**config.mk**
```make
export PLATFORM = sky130hd
export DESIGN_NAME = fsk_demodulator
export DESIGN_NICKNAME = d
export VERILOG_FILES = /design/src/rtl/fsk_pkg.sv /design/src/rtl/fsk_sym_timer.sv /design/src/rtl/fsk_demodulator.sv
export SDC_FILE = /design/constraint.sdc
export NUM_CORES = 1
export LEC_CHECK = 0
export CORE_MARGIN = 2
export CORE_UTILIZATION = 35
export DETAILED_ROUTE_END_ITERATION = 10
export PLACE_DENSITY = 0.55
export SLEW_MARGIN = 25
export SYNTH_ARGS = -nofsm -noshare
export SYNTH_HDL_FRONTEND = slang
export SYNTH_SLANG_ARGS = --single-unit
```
**constraint.sdc**
```tcl
create_clock -name clk_12mhz_int -period 2.7 [get_ports clk_12mhz_int]
set_input_delay 0.405 -clock clk_12mhz_int [delete_from_list [all_inputs] [get_ports clk_12mhz_int]]
set_output_delay 0.405 -clock clk_12mhz_int [all_outputs]
set_load 0.02 [all_outputs]
```
**src/rtl/fsk_pkg.sv**
```systemverilog
// Shared definitions for the FSK link (modulator and demodulator).
// Contents: FSM state encoding, default frame length, tone constants,
// the link configuration record and the repetition-vote helper.
package fsk_pkg;

    localparam int unsigned NBITS_DEFAULT = 128;

    // Tone select encoding on the freq line.
    localparam logic TONE_888 = 1'b0;
    localparam logic TONE_936 = 1'b1;

    typedef enum logic [1:0] {
        StIdle,
        StWaitCarrier,
        StSample,
        StFinish
    } fsk_state_t;

    typedef struct packed {
        logic [15:0] symbol_time;
        logic [3:0]  repetition_factor;
    } fsk_cfg_t;

    // Majority decision: 1 only when strictly more than half the repetitions
    // were 936 MHz, so an even split resolves to 0.
    function automatic logic vote_bit(input logic [3:0] ones, input logic [3:0] reps);
        return {ones, 1'b0} > {1'b0, reps};
    endfunction

endpackage

```
**src/rtl/fsk_sym_timer.sv**
```systemverilog
// Symbol timer for the FSK demodulator.
// Ports:
//   clk_12mhz_int, M_RESET_B   clock, async active-low reset
//   start                      clears cycle and repetition counters
//   run                        advances the counters while high
//   symbol_time                cycles per repetition (T, >= 2)
//   repetition_factor          repetitions per bit (R, >= 1)
//   sample_strobe              cycle counter at T>>1
//   bit_strobe                 sample_strobe of the last repetition of a bit
module fsk_sym_timer (
    input  logic        clk_12mhz_int,
    input  logic        M_RESET_B,
    input  logic        start,
    input  logic        run,
    input  logic [15:0] symbol_time,
    input  logic [3:0]  repetition_factor,
    output logic        sample_strobe,
    output logic        bit_strobe
);

    logic [15:0] cyc_cnt_q;
    logic [3:0]  rep_cnt_q;
    logic        cyc_wrap;
    logic        rep_last;

    assign cyc_wrap = (cyc_cnt_q == symbol_time - 16'd1);
    assign rep_last = (rep_cnt_q == repetition_factor - 4'd1);

    always_ff @(posedge clk_12mhz_int or negedge M_RESET_B) begin
        if (!M_RESET_B) begin
            cyc_cnt_q <= '0;
            rep_cnt_q <= '0;
        end else if (start) begin
            cyc_cnt_q <= '0;
            rep_cnt_q <= '0;
        end else if (run) begin
            cyc_cnt_q <= cyc_wrap ? 16'd0 : cyc_cnt_q + 16'd1;
            if (cyc_wrap) begin
                rep_cnt_q <= rep_last ? 4'd0 : rep_cnt_q + 4'd1;
            end
        end
    end

    always_comb begin
        sample_strobe = run && (cyc_cnt_q == (symbol_time >> 1));
        bit_strobe    = sample_strobe && rep_last;
    end

endmodule

```
**src/rtl/fsk_demodulator.sv**
```systemverilog
// FSK demodulator: recovers an NBITS frame from carrier/tone indications,
// majority-voting R repetitions of T cycles each, MSB received first.
// Ports:
//   clk_12mhz_int, M_RESET_B   12 MHz clock, async active-low reset
//   carrier_in, freq_in        asynchronous front-end indications
//   symbol_time                cycles per repetition, captured at arm
//   repetition_factor          repetitions per bit (0 means 1), captured at arm
//   arm                        request to listen for one frame
//   busy                       armed and not yet finished/aborted
//   bitstream_out              last complete frame
//   valid                      one-cycle pulse, frame complete
//   abort                      one-cycle pulse, carrier lost at a sample point
//   vote_err_count             non-unanimous votes in the current/last frame
module fsk_demodulator
    import fsk_pkg::*;
#(
    parameter int unsigned NBITS       = NBITS_DEFAULT,
    parameter int unsigned SYNC_STAGES = 2
) (
    input  logic             clk_12mhz_int,
    input  logic             M_RESET_B,
    input  logic             carrier_in,
    input  logic             freq_in,
    input  logic [15:0]      symbol_time,
    input  logic [3:0]       repetition_factor,
    input  logic             arm,
    output logic             busy,
    output logic [NBITS-1:0] bitstream_out,
    output logic             valid,
    output logic             abort,
    output logic [7:0]       vote_err_count
);

    localparam int unsigned BCW = $clog2(NBITS);

    logic [SYNC_STAGES-1:0] carrier_sync_q;
    logic [SYNC_STAGES-1:0] freq_sync_q;
    logic                   carrier_prev_q;
    logic                   carrier_s;
    logic                   freq_s;

    fsk_state_t             state_q;
    fsk_cfg_t               cfg_q;
    logic [3:0]             ones_q;
    logic [3:0]             ones_next;
    logic [BCW-1:0]         bit_cnt_q;
    logic [NBITS-1:0]       shift_q;

    logic                   timer_start;
    logic                   timer_run;
    logic                   sample_strobe;
    logic                   bit_strobe;

    always_ff @(posedge clk_12mhz_int or negedge M_RESET_B) begin
        if (!M_RESET_B) begin
            carrier_sync_q <= '0;
            freq_sync_q    <= '0;
            carrier_prev_q <= 1'b0;
        end else begin
            carrier_sync_q <= (carrier_sync_q << 1) | SYNC_STAGES'(carrier_in);
            freq_sync_q    <= (freq_sync_q << 1) | SYNC_STAGES'(freq_in);
            carrier_prev_q <= carrier_s;
        end
    end

    always_comb begin
        carrier_s   = carrier_sync_q[SYNC_STAGES-1];
        freq_s      = freq_sync_q[SYNC_STAGES-1];
        ones_next   = ones_q + {3'b000, (freq_s == TONE_936)};
        // Frame timing starts on a carrier rising edge, not a level.
        timer_start = (state_q == StWaitCarrier) && carrier_s && !carrier_prev_q;
        timer_run   = (state_q == StSample);
    end

    fsk_sym_timer u_sym_timer (
        .clk_12mhz_int     (clk_12mhz_int),
        .M_RESET_B         (M_RESET_B),
        .start             (timer_start),
        .run               (timer_run),
        .symbol_time       (cfg_q.symbol_time),
        .repetition_factor (cfg_q.repetition_factor),
        .sample_strobe     (sample_strobe),
        .bit_strobe        (bit_strobe)
    );

    always_ff @(posedge clk_12mhz_int or negedge M_RESET_B) begin
        if (!M_RESET_B) begin
            state_q        <= StIdle;
            cfg_q          <= '0;
            ones_q         <= '0;
            bit_cnt_q      <= '0;
            shift_q        <= '0;
            busy           <= 1'b0;
            valid          <= 1'b0;
            abort          <= 1'b0;
            bitstream_out  <= '0;
            vote_err_count <= '0;
        end else begin
            valid <= 1'b0;
            abort <= 1'b0;
            case (state_q)
                StIdle: begin
                    if (arm && (symbol_time >= 16'd2)) begin
                        cfg_q.symbol_time       <= symbol_time;
                        cfg_q.repetition_factor <= (repetition_factor == 4'd0) ? 4'd1
                                                                              : repetition_factor;
                        ones_q         <= '0;
                        bit_cnt_q      <= '0;
                        vote_err_count <= '0;
                        busy           <= 1'b1;
                        state_q        <= StWaitCarrier;
                    end
                end
                StWaitCarrier: begin
                    if (timer_start) begin
                        state_q <= StSample;
                    end
                end
                StSample: begin
                    if (sample_strobe) begin
                        if (!carrier_s) begin
                            abort   <= 1'b1;
                            busy    <= 1'b0;
                            state_q <= StIdle;
                        end else if (bit_strobe) begin
                            shift_q <= {shift_q[NBITS-2:0],
                                        vote_bit(ones_next, cfg_q.repetition_factor)};
                            ones_q  <= '0;
                            if ((ones_next != 4'd0) && (ones_next != cfg_q.repetition_factor)
                                && (vote_err_count != 8'hFF)) begin
                                vote_err_count <= vote_err_count + 8'd1;
                            end
                            bit_cnt_q <= bit_cnt_q + BCW'(1);
                            if (bit_cnt_q == BCW'(NBITS - 1)) begin
                                state_q <= StFinish;
                            end
                        end else begin
                            ones_q <= ones_next;
                        end
                    end
                end
                StFinish: begin
                    bitstream_out <= shift_q;
                    valid         <= 1'b1;
                    busy          <= 1'b0;
                    state_q       <= StIdle;
                end
                default: state_q <= StIdle;
            endcase
        end
    end

endmodule

```
== Yosys cells after proc, flatten, opt, wreduce, memory -nomap -nowiden ==
Index checks and enable logic that the tools add are counted.

* Logic and storage cells: 107
* Input bits: 25
* Bits in registers: 325
* Output and inout port bits: 139

* Add/subtract/negate cells: 7
* Bitwise gates (word level): 2
* Multiplexer cells: 39
* Magnitude comparators: 2
* Equality and inequality tests: 18
* Reductions and logical operators: 23

{| class="wikitable"
|+ Operator list
! kind !! count
|-
| 16-bit 2-to-1 mux || 3
|-
| 8-bit 2-to-1 mux || 5
|-
| 4-bit 2-to-1 mux || 9
|-
| 7-bit 2-to-1 mux || 4
|-
| 16-bit by 1-bit adder with 16-bit output, second input constant || 1
|-
| 16-bit by 15-bit equality test with 1-bit output || 1
|-
| 16-bit equality test || 1
|-
| 16-bit by 2-bit >= comparator with 1-bit output, second input constant || 1
|-
| 8-bit one-hot mux with 2 select lines || 1
|-
| 16-bit by 1-bit subtractor with 16-bit output, second input constant || 1
|-
| 2-bit inequality test, second input constant || 7
|-
| 7-bit one-hot mux with 2 select lines || 1
|-
| 2-bit 2-to-1 mux || 6
|-
| 4-bit AND reduction || 3
|-
| 5-bit AND reduction || 2
|-
| 8-bit by 1-bit adder with 8-bit output, second input constant || 1
|-
| 8-bit inequality test, second input constant || 1
|-
| 2-bit one-hot mux with 4 select lines || 1
|-
| 4-bit one-hot mux with 2 select lines || 1
|-
| 7-bit by 1-bit adder with 7-bit output, second input constant || 1
|-
| 7-bit equality test, second input constant || 1
|-
| 1-bit logical AND || 7
|-
| 1-bit 2-to-1 mux || 7
|-
| 3-bit inequality test, second input constant || 2
|-
| 18 further kinds || 23
|}

== Longest topological paths before layout ==
* Depth in word-level cells: 9
* Mapped depth: 11
* Mapped depth without buffers: 9

== Hierarchy ==
Synthesis repeated with hierarchy kept, for this count alone.

* Cells, all modules: 1,289
* Area, all modules: 13,814.5 µm²

{| class="wikitable"
|+ Modules (own cells, without submodules)
! module !! times used !! area an instance (µm²) !! seq. area each (µm²) !! cells each
|-
| fsk_demodulator || 1 || 11,862.6 || 7,632.3 || 1,062
|-
| fsk_sym_timer || 1 || 1,951.9 || 500.5 || 227
|}

== Worst setup path after synthesis ==
Ideal clock, no wire load.

* Path kind: flip-flop to flip-flop
* Start: register cfg_q[4] (netlist name)
* End: register u_sym_timer.rep_cnt_q[1]
* Data required time: 2.627 ns
* Slack: -0.227 ns
* Arrival time: 2.853 ns
* Path buffers: 1
* Stages on the path, launching flop included: 11
* Library setup time: 0.073 ns
* Period minus slack after synthesis: 2.927 ns
* Cells stage by stage: dfrtp_1 > clkbuf_1 > inv_1 > ha_1 > or4b_4 > a2111oi_4 > o21ai_2 > a2111oi_4 > o2111ai_4 > or3b_1 > a21oi_2

* Word-level cells in the longest chain between the ends: 4

{| class="wikitable"
|+ Ends and longest elaborated chain
! element !! RTL line !! text
|-
| 16-bit by 1-bit subtractor with 16-bit output || fsk_sym_timer.sv:26 || <nowiki>assign cyc_wrap = (cyc_cnt_q == symbol_time - 16'd1);</nowiki>
|-
| 16-bit equality test || fsk_sym_timer.sv:26 ||
|-
| 2-bit nonzero test (no source line) || -- ||
|-
| 2-bit AND reduction (no source line) || -- ||
|-
| end signal: assignment || fsk_sym_timer.sv:39 || <nowiki>rep_cnt_q <= rep_last ? 4'd0 : rep_cnt_q + 4'd1;</nowiki>
|-
| end: declaration || fsk_sym_timer.sv:22 || <nowiki>logic [3:0] rep_cnt_q;</nowiki>
|}

No other way between the ends.
A chain may end at the register's enable or synchronous reset.

== Worst setup path after layout ==
* Start: register cfg_q[5] (netlist name)
* End: register u_sym_timer.cyc_cnt_q[5]

* Word-level cells in the longest chain between the ends: 5

{| class="wikitable"
|+ Ends and longest elaborated chain
! element !! RTL line !! text
|-
| 16-bit by 1-bit subtractor with 16-bit output || fsk_sym_timer.sv:26 ||
|-
| 16-bit equality test || fsk_sym_timer.sv:26 ||
|-
| 16-bit 2-to-1 mux || fsk_sym_timer.sv:37 || <nowiki>cyc_cnt_q <= cyc_wrap ? 16'd0 : cyc_cnt_q + 16'd1;</nowiki>
|-
| 16-bit 2-to-1 mux || fsk_sym_timer.sv:36 || <nowiki>end else if (run) begin</nowiki>
|-
| 16-bit 2-to-1 mux || fsk_sym_timer.sv:33 || <nowiki>end else if (start) begin</nowiki>
|-
| end signal: assignment || fsk_sym_timer.sv:37 ||
|-
| end: declaration || fsk_sym_timer.sv:21 || <nowiki>logic [15:0] cyc_cnt_q;</nowiki>
|}

No other way between the ends. The select of a mux whose other input is x is not followed.

==> summary.md <==
| Metric | Value |
|---|---|
| Htree depth | 2 |
| CP peak stage delay | approximately 0.50 ns |
| Ys Warns | 0 |
| Hold Path End | freq_sync_q[0] |
| Crit share post-route | 103% |
| Number of cells on the worst hold path | 1 |
| Post-synthesis cell count | 1,000 |
| Die width | 201 um |
| First-pass GRT wire length | 49.2 mm |
| Pins Over Slew Limit | 0 |
| Synthesized area per cell | between 10 and 15 um^2 |
| Final Hold Fails | 0 |
| CORE AREA | approximately 39,000 um^2 |
| Area growth syn-to-layout | 31.0% |
| TritonCTS clock tree | done |
| Final worst path period need | 2.79 ns |
| Critical path cell sequence | inv_4 > ha_4 > or4b_4 > nor4_2 > nand3_1 > a2111oi_4 > buf_4 > o2111ai_4 > buf_4 > nand2_4 > clkbuf_16 > nor2_1 |
| Rel. slew slack | between 50% and 60% |
| Final GP Congestion | ~0.8 |
| PwrDens | just under 800 nW/um^2 |
| Antenna-violating nets left | 0 |
| Final WS setup | -0.0873 ns |
| Drt first pass iters | 4 |
| Number of synthesized register bits | approximately 330 |
| CP Class | flop to flop |
| Area after DPL | between 15,000 and 20,000 um^2 |
| Failing checks | setup timing |
| P_leak | a little under 0.009 uW |
| Drt first-iter violations | 258 |
| Fin Clk Skew | about 0.015 ns |
| Most common cell after layout, fill and taps aside | dfrtp_1 |
| Worst R2R Path Depth | 12 |
| CP Capture Type | flop |
| HPWL reported at the end of detailed placement | 20.2 mm |
| Initial cell density of the core | a little over a third |
| DR DRC count | 0 |
| Worst Tran Pin Value | about 0.72 ns |
| # clock sinks | 325 |
| Number of fill cells in the layout | between 3k and 4k |
| Total of max-cap violations | 0 |
| Post-synth cell types | slightly above 60 |
| IO Pins | 164 |
| Total Nets Final | approximately 1.3k |
| Vias | approximately 8.5k |
| Initial antenna violation count | 0 |
| Max Clock Freq | 359 MHz |
| Top cell by count, worst path | buf_4 |
| WHS | roughly 0.30 ns |
| Die height | 201 um |
| Final setup fails | 17 |
| Cell family with most CP delay | simple AND/OR/NAND/NOR gates |
| Area of the die | between 40,000 and 50,000 um^2 |
| Syn nets | roughly 1.0k |
| Hold Crit Start | freq_in |
| Design area | approximately 18,000 um^2 |
| Worst path slowest cell | or4b_4 |
| Vias in the first global route | 8,968 |
| Commonest non-fill, non-tap cells in the layout | dfrtp_1 (325), mux2_2 (256), clkdlybuf4s50_1 (162) |
| Reg-to-Reg End | u_sym_timer.cyc_cnt_q[5] |
| Worst path required time | 3.13 ns |
| Bufs on Longest Clock Path | 3 |
| R2r setup slk | -0.09 ns |
| Vias per std cell | approximately 4.8 |
| Worst endpoint data arrival time | approximately 3.2 ns |
| Clock Latency Late Sink | 0.54 ns |
| Crit start category | flop |
| CTS buffer count | 37 |
| Async SR Flop Fraction | 100% |
| CTS Root Cell | clkbuf_16 |
| Outcome | finished, violations left |
| Share of cells above drive strength 1 | about a third |
| GRT Total Usage | 15.1% |
| Ys flop type | dfrtp_1 |
| Post-detailed-route wirelength per cell | 16.8 um |
| Post-Syn Area | between 10,000 and 15,000 um^2 |
| Reg clk slew, reported paths | roughly 0.06 ns |
| Ant. Diodes | 0 |
| Post-synth EDFFs | 0 |
| Port Buffers | between 150 and 200 |
| R2r startpoint | cfg_q[5] |
| Largest net degree at the start of global routing | about 100 |
| WP buf/inv | 4 |
| WL final | approximately 30 mm |
| Worst min path class | input port to flop |
| Overflow after GRT | 0 |
| RSZ-0062 raised after global routing | true |
| Max VDD drop | about 0.00045 V |
| Sequential area share after synthesis | 59.6% |
| Critical Path Fanout Max | 7 |
| Core Rows | 72 |
-- registers in the layout (all words and copies together), names as in the netlist --
register               count
freq_sync_q                2
state_q                    2
cfg_q                     20
u_sym_timer.rep_cnt_q      4
bitstream_out            128
abort                      1
ones_q                     4
carrier_sync_q             2
valid                      1
busy                       1
vote_err_count             8
carrier_prev_q             1
shift_q                  128
bit_cnt_q                  7
u_sym_timer.cyc_cnt_q     16
-- layout make-up --
class / instances / area [um^2] / share of cell area [%]
inverters: 14 / 55.1 / 0.308
repair buffers: 249 / 2470 / 13.8
multi-input cells: 608 / 5300 / 29.7
well taps: 518 / 648 / 3.63
flip-flops and latches: 325 / 8130 / 45.5
clock inverters: 9 / 150 / 0.840
clock buffers: 57 / 1110 / 6.23
-- cell usage after synthesis (all sizes together) (2+ instances only) --
master,instances,share of area (%)
clkbuf,33,0.92
a22o,3,0.19
nor3,14,0.51
or3,3,0.14
nand2b,5,0.23
or4,4,0.22
mux2,256,21
a21oi,12,0.47
o22ai,2,0.092
o21a,2,0.11
nand2,73,2.0
a32o,2,0.15
o31ai,2,0.11
and3,4,0.18
a211oi,2,0.11
and4,7,0.45
xor2,43,2.8
a41oi,3,0.19
nand4,13,0.60
inv,14,0.39
nor4,10,0.57
buf,20,0.90
a2111oi,3,0.47
dfrtp,325,60
xnor2,19,1.2
nor2,31,0.85
and2,6,0.28
o211a,2,0.15
nand3,19,0.70
o21ai,24,0.94
o211ai,4,0.22
a41o,2,0.15
a21o,4,0.22
or2,2,0.092
nand4b,2,0.13
nor4b,2,0.13
o2111ai,3,0.32
ha,11,1.0
-- routing by layer --
metal	track usage (%)	up-vias	part of all wire (%)
met2	22.7	163	45
met1	20.9	4285	47
met5	0	-	0
li1	-	4017	-
met4	5.41	0	2.3
met3	4.16	38	5.7
-- power by group --
group          total [uW]  leakage, uW  internal, uW  switching [uW]
clock network        5150     0.000620          3140            2000
registers            5410      0.00449          5130             289
logic                3340      0.00360          1500            1840
total               13900      0.00871          9770            4130
-- cells by family after synthesis --
| family | Yosys count | synth area share, % |
|---|---|---|
| xor+xnor | 63 | 4.15 |
| buf+inv | 67 | 2.20 |
| flops | 325 | 59.6 |
| simple gates | 202 | 7.61 |
| compound gates | 75 | 4.20 |
| fa+ha+maj | 11 | 1.01 |
| mux | 257 | 21.2 |
-- stage by stage --
step	instances	setup slack [ns]	setup TNS, ns	total power (uW)	utilization [%]
after detailed placement	1702	-0.218	-16.56	8680	42.6
final	1780	-0.0873	-1.09	13900	46.3
after floorplan	1000	-0.120	-0.690	7540	-
after CTS	1772	-0.0828	-0.202	14000	46.0
after global routing	1780	-0.208	-3.53	14600	46.3
after global placement	1702	-0.156	-16.89	8660	42.6
-- how the worst max path moves through the flow --
stage | start | endpoint | depth (start not counted)
finish | cfg_q[5] | u_sym_timer.cyc_cnt_q[5] | 12
global route | cfg_q[5] | u_sym_timer.rep_cnt_q[1] | 10
CTS | cfg_q[5] | u_sym_timer.rep_cnt_q[1] | 10
detailed placement | cfg_q[5] | u_sym_timer.rep_cnt_q[1] | 9
global placement | cfg_q[5] | u_sym_timer.rep_cnt_q[1] | 9
floorplan | cfg_q[5] | u_sym_timer.rep_cnt_q[1] | 10
-- what timing repair did --
item	4_1_cts	5_1_grt
resized for setup	4	19
pin swaps	11	13
hold endpoints to repair	53	0
setup buffers	3	8
gates cloned	0	1
setup endpoints to repair	22	52
hold buffers	1	0
No activity file was read; power rests on OpenSTA's default activity.
